--- config.mk ---
export PLATFORM = sky130hd
export DESIGN_NAME = mem_access_unit
export DESIGN_NICKNAME = d
export VERILOG_FILES = /design/src/rtl/mem_access_unit.sv
export SDC_FILE = /design/constraint.sdc
export NUM_CORES = 1
export LEC_CHECK = 0
export BUFFER_PORTS_ARGS = -buffer_cell sky130_fd_sc_hd__buf_4
export CAP_MARGIN = 20
export CORE_MARGIN = 5
export CORE_UTILIZATION = 30
export DETAILED_ROUTE_END_ITERATION = 8
export HOLD_SLACK_MARGIN = 0.02
export PLACE_DENSITY = 0.59
export REMOVE_ABC_BUFFERS = 1
export SYNTH_ARGS = -nofsm -noshare
export SYNTH_HDL_FRONTEND = slang
export SYNTH_SLANG_ARGS = --single-unit
export TNS_END_PERCENT = 5
--- constraint.sdc ---
create_clock -name clk -period 4.8 [get_ports clk]
set_clock_uncertainty 0.15 [all_clocks]
set_input_delay 0.96 -clock clk [delete_from_list [all_inputs] [get_ports clk]]
set_output_delay 0.96 -clock clk [all_outputs]
set_load 0.005 [all_outputs]
--- src/rtl/mem_access_unit.sv ---
// Memory-stage load/store unit: issues data-memory requests for loads and stores,
// extends load results and forwards ALU results to writeback through one output register.
module mem_access_unit (
  input  logic        clk,
  input  logic        rst_n,
  input  logic        in_valid,
  output logic        in_ready,
  input  logic        in_is_load,
  input  logic        in_is_store,
  input  logic [2:0]  in_funct3,
  input  logic [31:0] in_addr,
  input  logic [31:0] in_store_data,
  input  logic [4:0]  in_rd,
  output logic        out_valid,
  input  logic        out_ready,
  output logic [4:0]  out_rd,
  output logic [31:0] out_data,
  output logic        out_reg_write,
  output logic [31:0] mem_address,
  output logic [31:0] mem_write_data,
  output logic        mem_write_enable,
  output logic [3:0]  mem_write_mask,
  output logic        mem_read_enable,
  input  logic [31:0] mem_read_data,
  input  logic        mem_read_valid
);

  typedef enum logic [0:0] {IDLE, LOAD_WAIT} state_e;

  state_e      state_q, state_d;
  logic        out_valid_q, out_valid_d;
  logic [4:0]  out_rd_q, out_rd_d;
  logic [31:0] out_data_q, out_data_d;
  logic        out_reg_write_q, out_reg_write_d;
  logic [31:0] ld_addr_q, ld_addr_d;
  logic [2:0]  ld_funct3_q, ld_funct3_d;
  logic [4:0]  ld_rd_q, ld_rd_d;
  logic        out_free;
  logic        accept;

  function automatic logic [3:0] store_mask(input logic [1:0] width);
    case (width)
      2'd0:    store_mask = 4'b0001;
      2'd1:    store_mask = 4'b0011;
      default: store_mask = 4'b1111;
    endcase
  endfunction

  // funct3[2] selects zero extension; it has no effect on full-word loads.
  function automatic logic [31:0] extend(input logic [31:0] d, input logic [2:0] f3);
    case (f3[1:0])
      2'd0:    extend = f3[2] ? {24'd0, d[7:0]}  : {{24{d[7]}}, d[7:0]};
      2'd1:    extend = f3[2] ? {16'd0, d[15:0]} : {{16{d[15]}}, d[15:0]};
      default: extend = d;
    endcase
  endfunction

  assign out_free = !out_valid_q || out_ready;
  assign accept   = in_valid && in_ready;

  always_comb begin
    state_d          = state_q;
    out_valid_d      = out_valid_q;
    out_rd_d         = out_rd_q;
    out_data_d       = out_data_q;
    out_reg_write_d  = out_reg_write_q;
    ld_addr_d        = ld_addr_q;
    ld_funct3_d      = ld_funct3_q;
    ld_rd_d          = ld_rd_q;
    in_ready         = 1'b0;
    mem_address      = 32'd0;
    mem_write_data   = 32'd0;
    mem_write_enable = 1'b0;
    mem_write_mask   = 4'd0;
    mem_read_enable  = 1'b0;

    if (out_valid_q && out_ready) begin
      out_valid_d = 1'b0;
    end

    case (state_q)
      IDLE: begin
        in_ready = rst_n && out_free;
        if (accept) begin
          if (in_is_store) begin
            mem_address      = in_addr;
            mem_write_data   = in_store_data;
            mem_write_enable = 1'b1;
            mem_write_mask   = store_mask(in_funct3[1:0]);
            out_valid_d      = 1'b1;
            out_rd_d         = in_rd;
            out_data_d       = in_addr;
            out_reg_write_d  = 1'b0;
          end else if (in_is_load) begin
            mem_address     = in_addr;
            mem_read_enable = 1'b1;
            ld_addr_d       = in_addr;
            ld_funct3_d     = in_funct3;
            ld_rd_d         = in_rd;
            state_d         = LOAD_WAIT;
          end else begin
            out_valid_d     = 1'b1;
            out_rd_d        = in_rd;
            out_data_d      = in_addr;
            out_reg_write_d = 1'b1;
          end
        end
      end
      LOAD_WAIT: begin
        // Request stays asserted on an unchanged address until the result can be taken.
        mem_address     = ld_addr_q;
        mem_read_enable = 1'b1;
        if (mem_read_valid && out_free) begin
          out_valid_d     = 1'b1;
          out_rd_d        = ld_rd_q;
          out_data_d      = extend(mem_read_data, ld_funct3_q);
          out_reg_write_d = 1'b1;
          state_d         = IDLE;
        end
      end
      default: state_d = IDLE;
    endcase
  end

  always_ff @(posedge clk or negedge rst_n) begin
    if (!rst_n) begin
      state_q         <= IDLE;
      out_valid_q     <= 1'b0;
      out_rd_q        <= 5'd0;
      out_data_q      <= 32'd0;
      out_reg_write_q <= 1'b0;
      ld_addr_q       <= 32'd0;
      ld_funct3_q     <= 3'd0;
      ld_rd_q         <= 5'd0;
    end else begin
      state_q         <= state_d;
      out_valid_q     <= out_valid_d;
      out_rd_q        <= out_rd_d;
      out_data_q      <= out_data_d;
      out_reg_write_q <= out_reg_write_d;
      ld_addr_q       <= ld_addr_d;
      ld_funct3_q     <= ld_funct3_d;
      ld_rd_q         <= ld_rd_d;
    end
  end

  assign out_valid     = out_valid_q;
  assign out_rd        = out_rd_q;
  assign out_data      = out_data_q;
  assign out_reg_write = out_reg_write_q;

endmodule

# ---- Yosys cells after proc, flatten, opt, wreduce, memory -nomap -nowiden
# Index checks and enable logic that the tools add are counted.
dict set report totals {
  register_bits 80
  latchBits 0
  ram_bits 0
  mem_bits_ro 0
  input_bits 111
  word_cells 70
  mem_count 0
}
dict set report classes {
  add_sub_neg 0
  n_mul 0
  div 0
  n_lt_le_gt_ge 0
  n_eq_ne 5
  n_shift 0
  muxes 45
  bitwise_logic 2
  reduce_logical 10
}
# operator count
set ops {}
lappend ops {{32-bit 2-to-1 mux} 12}
lappend ops {{32-bit one-hot mux with 2 select lines} 3}
lappend ops {{5-bit 2-to-1 mux} 4}
lappend ops {{1-bit 2-to-1 mux} 17}
lappend ops {{4-bit 2-to-1 mux} 3}
lappend ops {{5-bit one-hot mux with 2 select lines} 1}
lappend ops {{1-bit one-hot mux with 2 select lines} 4}
lappend ops {{4-bit one-hot mux with 2 select lines} 1}
lappend ops {{2-bit by 1-bit == test with 1-bit output (second input constant)} 2}
lappend ops {{1-bit logical AND} 4}
lappend ops {{2-bit logical NOT} 2}
lappend ops {{4-bit AND reduction} 1}
lappend ops {{3-bit != test (second input constant)} 1}
lappend ops {{3-bit AND reduction} 1}
lappend ops {{2-bit by 1-bit != test with 1-bit output (second input constant)} 1}
lappend ops {{2-bit != test (second input constant)} 1}
lappend ops {{1-bit inverter} 2}
lappend ops {{1-bit logical NOT} 1}
lappend ops {{1-bit logical OR} 1}

# ---- Depth between registers and ports, before layout
# Gate-level depths: netlist of run 1.
dict set report depth {
  ltp_word 7
  depth_mapped 6
  mapped_depth_nobuf 4
}

# ---- Worst setup path after synthesis of run 1
# OpenSTA, ideal clock, no wires.
dict set report synth_timing {
  path_kind {input to output}
  from {input port out_ready}
  to {output port mem_address[10]}
  arrival_time_ns 2.099
  required_ns 3.690
  path_slack_ns 1.591
  path_stages 6
  n_path_buf 2
  cell_sequence {nand2b_1 -> and4_4 -> buf_4 -> o21a_1 -> buf_1 -> a22o_1}
}
dict set report synth_via {
  elab_chain_cells 6
}
# item line
set synth_rtl {}
lappend synth_rtl {{start: declaration} 15} ;# input logic out_ready,
lappend synth_rtl {{1-bit logical OR} 58} ;# assign out_free = !out_valid_q || out_ready;
lappend synth_rtl {{1-bit logical AND} 83} ;# in_ready = rst_n && out_free;
lappend synth_rtl {{1-bit 2-to-1 mux} 81} ;# case (state_q)
lappend synth_rtl {{1-bit logical AND} 59} ;# assign accept = in_valid && in_ready;
lappend synth_rtl {{32-bit 2-to-1 mux} 84} ;# if (accept) begin
lappend synth_rtl {{32-bit one-hot mux with 2 select lines} 81}
lappend synth_rtl {{end: declaration} 19} ;# output logic [31:0] mem_address,
# No other way between the ends.

# ---- Worst setup path in the final report of run 1
dict set report layout_timing {
  from {input port out_ready}
  to {output port mem_address[17]}
}
# The elaborated chain is that of the path after synthesis.

==> run summary, run 1 <==
Outcome: complete, no violations
Via-per-instance ratio: 4.99
Initial DRC count: 125
CTS Hold Bufs: 0
Rel. slew slack: 40.6%
Final WL: 13.5 mm
Fraction of layout cells with a size suffix above 1: 62.9%
TritonCTS buffer count: 9
Min-delay src: out_data[17]
Worst Path Buf+Inv: 3
Routed length per instance: 19.0 um
Most frequent cells in the layout: buf_4, mux2_2, dfrtp_1
CTS tree: done
Clock Tree Root: clkbuf_16
Mapped Cells: 325
DIE HEIGHT: 127 um
IO Pins: 221
Hold Path Stages: 1
Setup violations, final: 0
Final hold vios: 0
CP Capture Type: output pin
Worst R2R End: out_data[30]
Post-synthesis instance area: 0.00413 sq mm
GRT Max-Usage Layer: met2
Die Area: 0.0162 sq mm
Most common cell after layout, fill and taps aside: buf_4
H-tree level count: 3
Dpl ws: 1280 ps
Tcrit/Tclk final: 73.9%
Comb pwr share: 30.2%
Synth cell types: 28
Top fanout value on the critical path: 38
YS warnings: 0
Avg Cell Area, Syn: 12.7 sq um
Setup crit start kind: primary input
Clock Path Buffers: 2
Pwr Total: 2.46 mW
Grt total ovfl: 0
Drt first pass iters: 4
Clk Latency, worst-skew pair: 330 ps
Hold Crit Class: register to register
Postcts setup bufs: 0
Peak supply drop: 0.244 mV
Antenna violation net count after detailed routing: 0
Final min period: 3550 ps
Worst path cell trace: buf_4, nand2b_1, and4_4, o21a_1, buf_4, a22o_1, buf_4
#FFs+latches synth: 80
# resized after CTS: 0
Tightest Pin Transition: 891 ps
Max Slew Vio Count: 0
Initial antenna violation count: 0
Worst Slack Setup Final: 1250 ps
Pwr/cell area: 396 mW/mm^2
Top Family by Delay on Critical Path: simple AND/OR/NAND/NOR gates
Clock sink count: 80
Crit path DAT: 2440 ps
Largest stage delay, worst path: 470 ps
Cell-internal power: 1.82 mW
Net switching power: 644 uW
Vias in the first global route: 3,723
Total leakage power: 3.14 nW
GR Util met1: 21.5%
RSZ-0062 raised after global routing: false
First-pass GRT wire length: 21.2 mm
Hold endpoint: out_data[17]
Sw Share: 26.2%
Die X: 127 um
GR Util met3: 5.68%
Worst-path clk slew: 60 ps
Area growth from synthesis to layout: 50.4%
Clock Power Share: 28.8%
Starting density of the core: 30.9%
Setup slack, reg-to-reg: 2160 ps
Antenna cells: 0
GR Util met2: 26.7%
Seq pwr share: 41.0%
Total track usage: 16.5%
Post-route DRC: 0
Area of the core: 0.0133 sq mm
Row count: 42
Max-cap viol count: 0
Largest net degree at the start of global routing: 59
CP max stage cell: and4_4
Fin nets: 642
HPWL after detailed placement: 9.76 mm
Req. time, crit path: 3690 ps
DR vias: 3,545
Worst Reg2Reg Path Length in Cells: 5
WS Path Type: primary input to output pin
Sequential-to-total area share from yosys stat: 48.5%
Max Fclk: 282 MHz
Most common cell on crit path: buf_4
Reg2reg start: state_q
GP Congestion: 0.805
Port Buffers: 220
## how the worst max path moves through the flow
stage,startpoint,depth (start not counted),endpoint
6_report,out_ready,7,mem_address[17]
5_1_grt,out_ready,7,mem_address[8]
4_1_cts,out_ready,7,mem_address[17]
3_5_place_dp,out_ready,7,mem_address[17]
3_3_place_gp,out_ready,7,mem_address[31]
2_1_floorplan,state_q,4,out_data[0]
## cell type report
cell class                 instances  area, sq um
inverter                           2         7.51
clock buffer                      11          233
multi-input combinational        210         1950
fill                            1253         7140
sequential                        80         2000
timing repair buffer             228         1720
tap                              176          220
clock inverter                     3         68.8
## Yosys cell counts
library cell / count / area, sq um
a211o_1: 7 / 61.3
a211oi_1: 1 / 7.51
a21oi_1: 2 / 10.0
a21oi_2: 1 / 8.76
a221o_1: 16 / 160
a22o_1: 32 / 280
a311o_1: 1 / 10.0
and2_1: 2 / 12.5
and3_1: 42 / 263
and4_4: 1 / 11.3
buf_1: 3 / 11.3
buf_2: 2 / 10.0
buf_4: 6 / 45.0
buf_6: 4 / 45.0
clkbuf_1: 18 / 67.6
clkinv_1: 1 / 3.75
dfrtp_1: 80 / 2000
inv_1: 1 / 3.75
mux2_1: 3 / 33.8
mux2_2: 87 / 980
nand2_1: 2 / 7.51
nand2b_1: 3 / 18.8
nor2_1: 2 / 7.51
nor2b_1: 1 / 6.26
nor3b_4: 1 / 18.8
o21a_1: 2 / 15.0
or2_2: 3 / 18.8
or3b_2: 1 / 8.76
## routing by layer
layer,up-vias,share of wire [%]
met5,-,0
met4,0,0.56
met3,9,8.3
met2,135,48
met1,1755,43
li1,1646,-
## power by group through the flow
stage | logic, mW | registers [mW] | clock network [mW]
floorplan | 0.318 | 1.01 | 0
global placement | 0.745 | 1.01 | 0
detailed placement | 0.759 | 1.02 | 0
CTS | 0.761 | 1.01 | 0.735
global route | 0.811 | 1.04 | 0.766
finish | 0.743 | 1.01 | 0.707
## registers in the layout, indices dropped and copies added (netlist names)
register,cells
ld_addr_q,32
out_data,32
ld_rd_q,5
out_rd,5
ld_funct3_q,3
out_reg_write,1
out_valid,1
state_q,1
## metrics by stage
stage / setup TNS, ps / instances / utilization, % / hold WS [ps] / area (sq um)
3_3_place_gp: 0 / 696 / 44.2 / 319 / 5910
2_1_floorplan: -9190 / 292 / - / 309 / 3950
4_1_cts: 0 / 710 / 46.5 / 354 / 6210
5_1_grt: 0 / 710 / 46.5 / 362 / 6210
3_5_place_dp: 0 / 696 / 44.2 / 341 / 5910
6_report: 0 / 710 / 46.5 / 350 / 6210
## cells by family (layout without fill, tap and decap cells)
group / count (synthesis) / count (layout) / share of synthesized area, %
multiplexers: 90 / 90 / 24.6
flip-flops: 80 / 80 / 48.5
AO/OA/AOI/OAI: 62 / 62 / 13.4
AND/OR/NAND/NOR: 58 / 58 / 9.03
buffers and inverters: 35 / 244 / 4.52
No activity file was read; power rests on OpenSTA's default activity.
==> run 2, diff against run 1 <==
PLACE_DENSITY = 0.61   (was 0.59)
clock period = 3.2 ns   (was 4.8 ns; I/O delays follow)
==> run summary, run 2 (synthesized netlist as in run 1, its figures left out) <==
CTS Hold Bufs: 0 (unchanged)
Antenna cells: 0 (unchanged)
GR Util met3: 6.39% (+0.71 points)
Clock Tree Root: clkbuf_16
Total leakage power: 3.13 nW (-0.37%)
Initial antenna violation count: 0 (unchanged)
RSZ-0062 raised after global routing: false
Dpl ws: 323 ps (-957 ps)
Largest net degree at the start of global routing: 63 (+6.8%)
Antenna violation net count after detailed routing: 0 (unchanged)
Starting density of the core: 30.9% (unchanged)
First-pass GRT wire length: 21.1 mm (-0.46%)
# resized after CTS: 0 (unchanged)
Most common cell on crit path: buf_4
Initial DRC count: 199 (+59%)
Most frequent cells in the layout: buf_4, mux2_2, dfrtp_1
Port Buffers: 220 (unchanged)
Clock Path Buffers: 2 (unchanged)
Worst Reg2Reg Path Length in Cells: 5 (unchanged)
H-tree level count: 3 (unchanged)
Rel. slew slack: 46.6% (+6.0 points)
Fin Hold WS: 176 ps (-174 ps)
Worst path cell trace: buf_4, nand2b_1, and4_4, o21a_1, buf_4, a22o_1, buf_4
Max Fclk: 345 MHz
CTS tree: done
GR Util met1: 20.3% (-1.1 points)
IO Pins: 221 (unchanged)
Hold Crit Class: primary input to async pin
CP max stage cell: and4_4
Dpl cells: 699 (+0.43%)
Clock sink count: 80 (unchanged)
Max-cap viol count: 0 (unchanged)
Largest stage delay, worst path: 480 ps (about the same)
Final WL: 13.5 mm (-0.39%)
Die X: 127 um (unchanged)
Top Family by Delay on Critical Path: simple AND/OR/NAND/NOR gates
Total track usage: 16.6% (+0.043 points)
Area of the core: 0.0133 sq mm (unchanged)
Stages on worst setup path: 7 (unchanged)
Post-route DRC: 0 (unchanged)
GRT Max-Usage Layer: met2
Worst-path clk slew: 60 ps (about the same)
Drt first pass iters: 4 (unchanged)
Worst Slack Setup Final: 304 ps (-948 ps)
Crit path DAT: 2110 ps (-330 ps)
HPWL after detailed placement: 9.87 mm (+1.1%)
Req. time, crit path: 2410 ps (-1280 ps)
Tightest Pin Transition: 802 ps (-89.3 ps)
Fin nets: 645 (+0.47%)
CP Capture Type: output pin
Top fanout value on the critical path: 38 (unchanged)
Outcome: complete, no violations
DR vias: 3,581 (+1.0%)
WS Path Type: primary input to output pin
Postcts setup bufs: 0 (unchanged)
Final min period: 2900 ps
Vias in the first global route: 3,840 (+3.1%)
Final hold vios: 0 (unchanged)
Grt total ovfl: 0 (unchanged)
Setup slack, reg-to-reg: 690 ps (-1470 ps)
TritonCTS buffer count: 9 (unchanged)
Routed length per instance: 18.8 um (-1.1%)
Filler cells: 1,228 (-2.0%)
Setup crit start kind: primary input
Layout Cells excl Fill: 715 (+0.70%)
Die Area: 0.0162 sq mm (unchanged)
Area growth from synthesis to layout: 50.1%
Most common cell after layout, fill and taps aside: buf_4
Row count: 42 (unchanged)
Peak supply drop: 0.431 mV (+77%)
GR Util met2: 27.3% (+0.53 points)
Max Slew Vio Count: 0 (unchanged)
Fraction of layout cells with a size suffix above 1: 63.6% (+0.72 points)
Worst Path Buf+Inv: 3 (unchanged)
Tcrit/Tclk final: 90.5%
Pwr/cell area: 580 mW/mm^2 (+46%)
GP Congestion: 0.814 (+1.2%)
Via-per-instance ratio: 5.01 (+0.31%)
Clk Latency, worst-skew pair: 330 ps (about the same)
Setup violations, final: 0 (unchanged)
DIE HEIGHT: 127 um (unchanged)
## run 2: final cells by class
cell class / count / area, sq um / share of cell area, %
tap: 176 / 220 / 3.55
clock inverter: 7 / 56.3 / 0.909
inverter: 2 / 7.51 / 0.121
sequential: 80 / 2000 / 32.3
clock buffer: 9 / 225 / 3.63
multi-input combinational: 210 / 1950 / 31.5
timing repair buffer: 231 / 1730 / 28.0
## run 2: power breakdown
| part | total (mW) | switching [mW] | leakage (nW) | internal, mW |
|---|---|---|---|---|
| Clock | 0.962 | 0.431 | 0.125 | 0.531 |
| Sequential | 1.51 | 0.175 | 0.958 | 1.34 |
| Combinational | 1.12 | 0.412 | 2.05 | 0.707 |
## run 2: metal layers
metal | wire length [um] | part of all wire, % | up-vias
met1 | 5610 | 42 | 1762
met5 | 0 | 0 | -
met4 | 129 | 0.96 | 0
met2 | 6410 | 48 | 157
met3 | 1300 | 9.7 | 13
li1 | - | - | 1649
## run 2: worst reg2reg max path, stage by stage (launching register included)
cell	delay [ps]
dfrtp_2	350
buf_4	530
or3b_2	540
nor2_1	550
a311o_1	200
mux2_2	140
## run 2: final timing paths
check	end	from
min in group clk	ld_addr_q[19]	ld_addr_q[19]
worst max register to register	out_data[15]	state_q
max in group asynchronous	out_data[28]	rst_n
worst min register to register	ld_addr_q[19]	ld_addr_q[19]
worst min-delay path	out_rd[0]	rst_n
worst max-delay path	mem_address[23]	out_ready
## run 2: per-stage QoR
step / instance area, sq um / util [%] / power (mW) / setup TNS [ps]
2_1_floorplan: 3950 / - / 1.99 / -121230
3_3_place_gp: 5920 / 44.3 / 2.63 / 0
3_5_place_dp: 5920 / 44.3 / 2.67 / 0
4_1_cts: 6200 / 46.4 / 3.66 / 0
5_1_grt: 6200 / 46.4 / 3.84 / 0
6_report: 6200 / 46.4 / 3.59 / 0
==> run 3, diff against run 2 <==
CORE_UTILIZATION = 41   (was 30)
PLACE_DENSITY = 0.79   (was 0.61)
RECOVER_POWER = 100   (was default)
SLEW_MARGIN = 20   (was default)
==> run summary, run 3 (synthesized netlist as in run 1, its figures left out) <==
Final min period: 2960 ps (+60.6 ps)
Layout Cells excl Fill: 668 (-6.6%)
Most common cell after layout, fill and taps aside: buf_4
Vias in the first global route: 3,698 (-3.7%)
IO Pins: 221 (unchanged)
Clock Power Share: 19.9% (-6.9 points)
Top fanout value on the critical path: 32 (-16%)
Seq pwr share: 47.1% (+5.0 points)
H-tree level count: 3 (unchanged)
Max Slew Vio Count: 0 (unchanged)
Area of the core: 0.00977 sq mm (-27%)
Largest net degree at the start of global routing: 59 (-6.3%)
GP Congestion: 0.861 (+5.8%)
Via-per-instance ratio: 5.35 (+6.9%)
Post-route DRC: 0 (unchanged)
Tightest Pin Transition: 1280 ps (+482 ps)
Die Area: 0.0122 sq mm (-25%)
Comb pwr share: 32.9% (+1.8 points)
Clock Tree Root: clkbuf_8
Dpl cells: 654 (-6.4%)
Outcome: complete, no violations
Initial DRC count: 216 (+8.5%)
Antenna cells: 0 (unchanged)
Final hold vios: 0 (unchanged)
Filler cells: 828 (-33%)
Fraction of layout cells with a size suffix above 1: 58.5% (-5.1 points)
Final WL: 12.5 mm (-7.1%)
Peak supply drop: 0.309 mV (-28%)
# resized after CTS: 0 (unchanged)
Starting density of the core: 42.2% (+11 points)
Row count: 36 (-14%)
Drt first pass iters: 4 (unchanged)
RSZ-0062 raised after global routing: false
Max Fclk: 338 MHz (-2.0%)
CTS Hold Bufs: 0 (unchanged)
DR vias: 3,577 (-0.11%)
WS Path Type: primary input to output pin
Most frequent cells in the layout: buf_4, mux2_2, clkbuf_4
TritonCTS buffer count: 9 (unchanged)
Clock sink count: 80 (unchanged)
Max-cap viol count: 0 (unchanged)
CP Capture Type: output pin
Pwr/cell area: 539 mW/mm^2 (-7.1%)
Sw Share: 28.7% (+0.36 points)
Rel. slew slack: 14.4% (-32 points)
Worst-path clk slew: 70 ps (about the same)
Setup violations, final: 0 (unchanged)
HPWL after detailed placement: 9.29 mm (-5.9%)
Grt total ovfl: 0 (unchanged)
Tcrit/Tclk final: 92.4% (+1.9 points)
Area growth from synthesis to layout: 43.0%
Net switching power: 912 uW (-10%)
Initial antenna violation count: 0 (unchanged)
Port Buffers: 220 (unchanged)
Antenna violation net count after detailed routing: 0 (unchanged)
Die X: 110 um (-13%)
Hold Crit Class: primary input to async pin
Setup crit start kind: primary input
CTS tree: done
Multi-input logic area: 0.00195 sq mm (unchanged)
Clk Latency, worst-skew pair: 330 ps (about the same)
Cell-internal power: 2.27 mW (-12%)
Combined flip-flop and latch cell area: 0.00200 sq mm (unchanged)
Fin nets: 643 (-0.31%)
Worst Slack Setup Final: 244 ps (-60.6 ps)
Dpl ws: 334 ps (+10.7 ps)
DIE HEIGHT: 110 um (-13%)
Routed length per instance: 18.7 um (-0.54%)
Clock Path Buffers: 2 (unchanged)
Postcts setup bufs: 0 (unchanged)
Total track usage: 20.6% (+4.0 points)
Crit path DAT: 2170 ps (+60 ps)
Req. time, crit path: 2410 ps (about the same)
First-pass GRT wire length: 19.4 mm (-8.0%)
Total leakage power: 2.94 nW (-6.1%)
run 3: stage by stage:
stage	power [mW]	TNS (ps)	instance area, sq um	hold WS, ps	util, %
global route	3.40	0	5900	369	60.4
finish	3.18	0	5900	347	60.4
CTS	3.30	0	6010	253	61.5
global placement	2.60	0	5850	323	59.8
detailed placement	2.65	0	5850	330	59.8
floorplan	1.99	-121230	3950	194	-
run 3: area by class of cell:
| cell class | count | share of cell area, % |
|---|---|---|
| timing repair buffer | 229 | 27.4 |
| multi-input combinational | 210 | 33.0 |
| tap | 133 | 2.82 |
| clock inverter | 4 | 0.381 |
| clock buffer | 10 | 2.33 |
| inverter | 2 | 0.127 |
| sequential | 80 | 33.9 |
run 3: routing by layer:
layer,vias up,wire length (um),track usage (%)
met2,124,6220,34.3
li1,1641,-,-
met4,0,116,5.98
met5,-,0,0
met3,10,803,4.14
met1,1802,5360,27.1
run 3: worst paths after layout:
check,start,to,slack [ps],cells after the start
max in group asynchronous,rst_n,ld_addr_q[26],1170,3
min,rst_n,out_data[18],350,2
min in group clk,ld_addr_q[4],ld_addr_q[4],350,1
max reg2reg,out_valid,ld_addr_q[0],420,5
min reg2reg,ld_addr_q[4],ld_addr_q[4],350,1
max,out_ready,mem_address[5],240,7
run 3: critical path: stages:
cell and delay [ps]:
buf_4 70, nand2b_1 160, and4_4 390, o21a_1 150, clkbuf_4 390, a22o_1 200, clkbuf_4 130
run 3: power groups by stage:
stage | Sequential (mW) | Clock (mW) | Combinational, mW
after floorplan | 1.52 | 0 | 0.478
after global placement | 1.51 | 0 | 1.09
final | 1.50 | 0.635 | 1.05
after CTS | 1.51 | 0.661 | 1.13
after global routing | 1.55 | 0.700 | 1.15
after detailed placement | 1.52 | 0 | 1.13
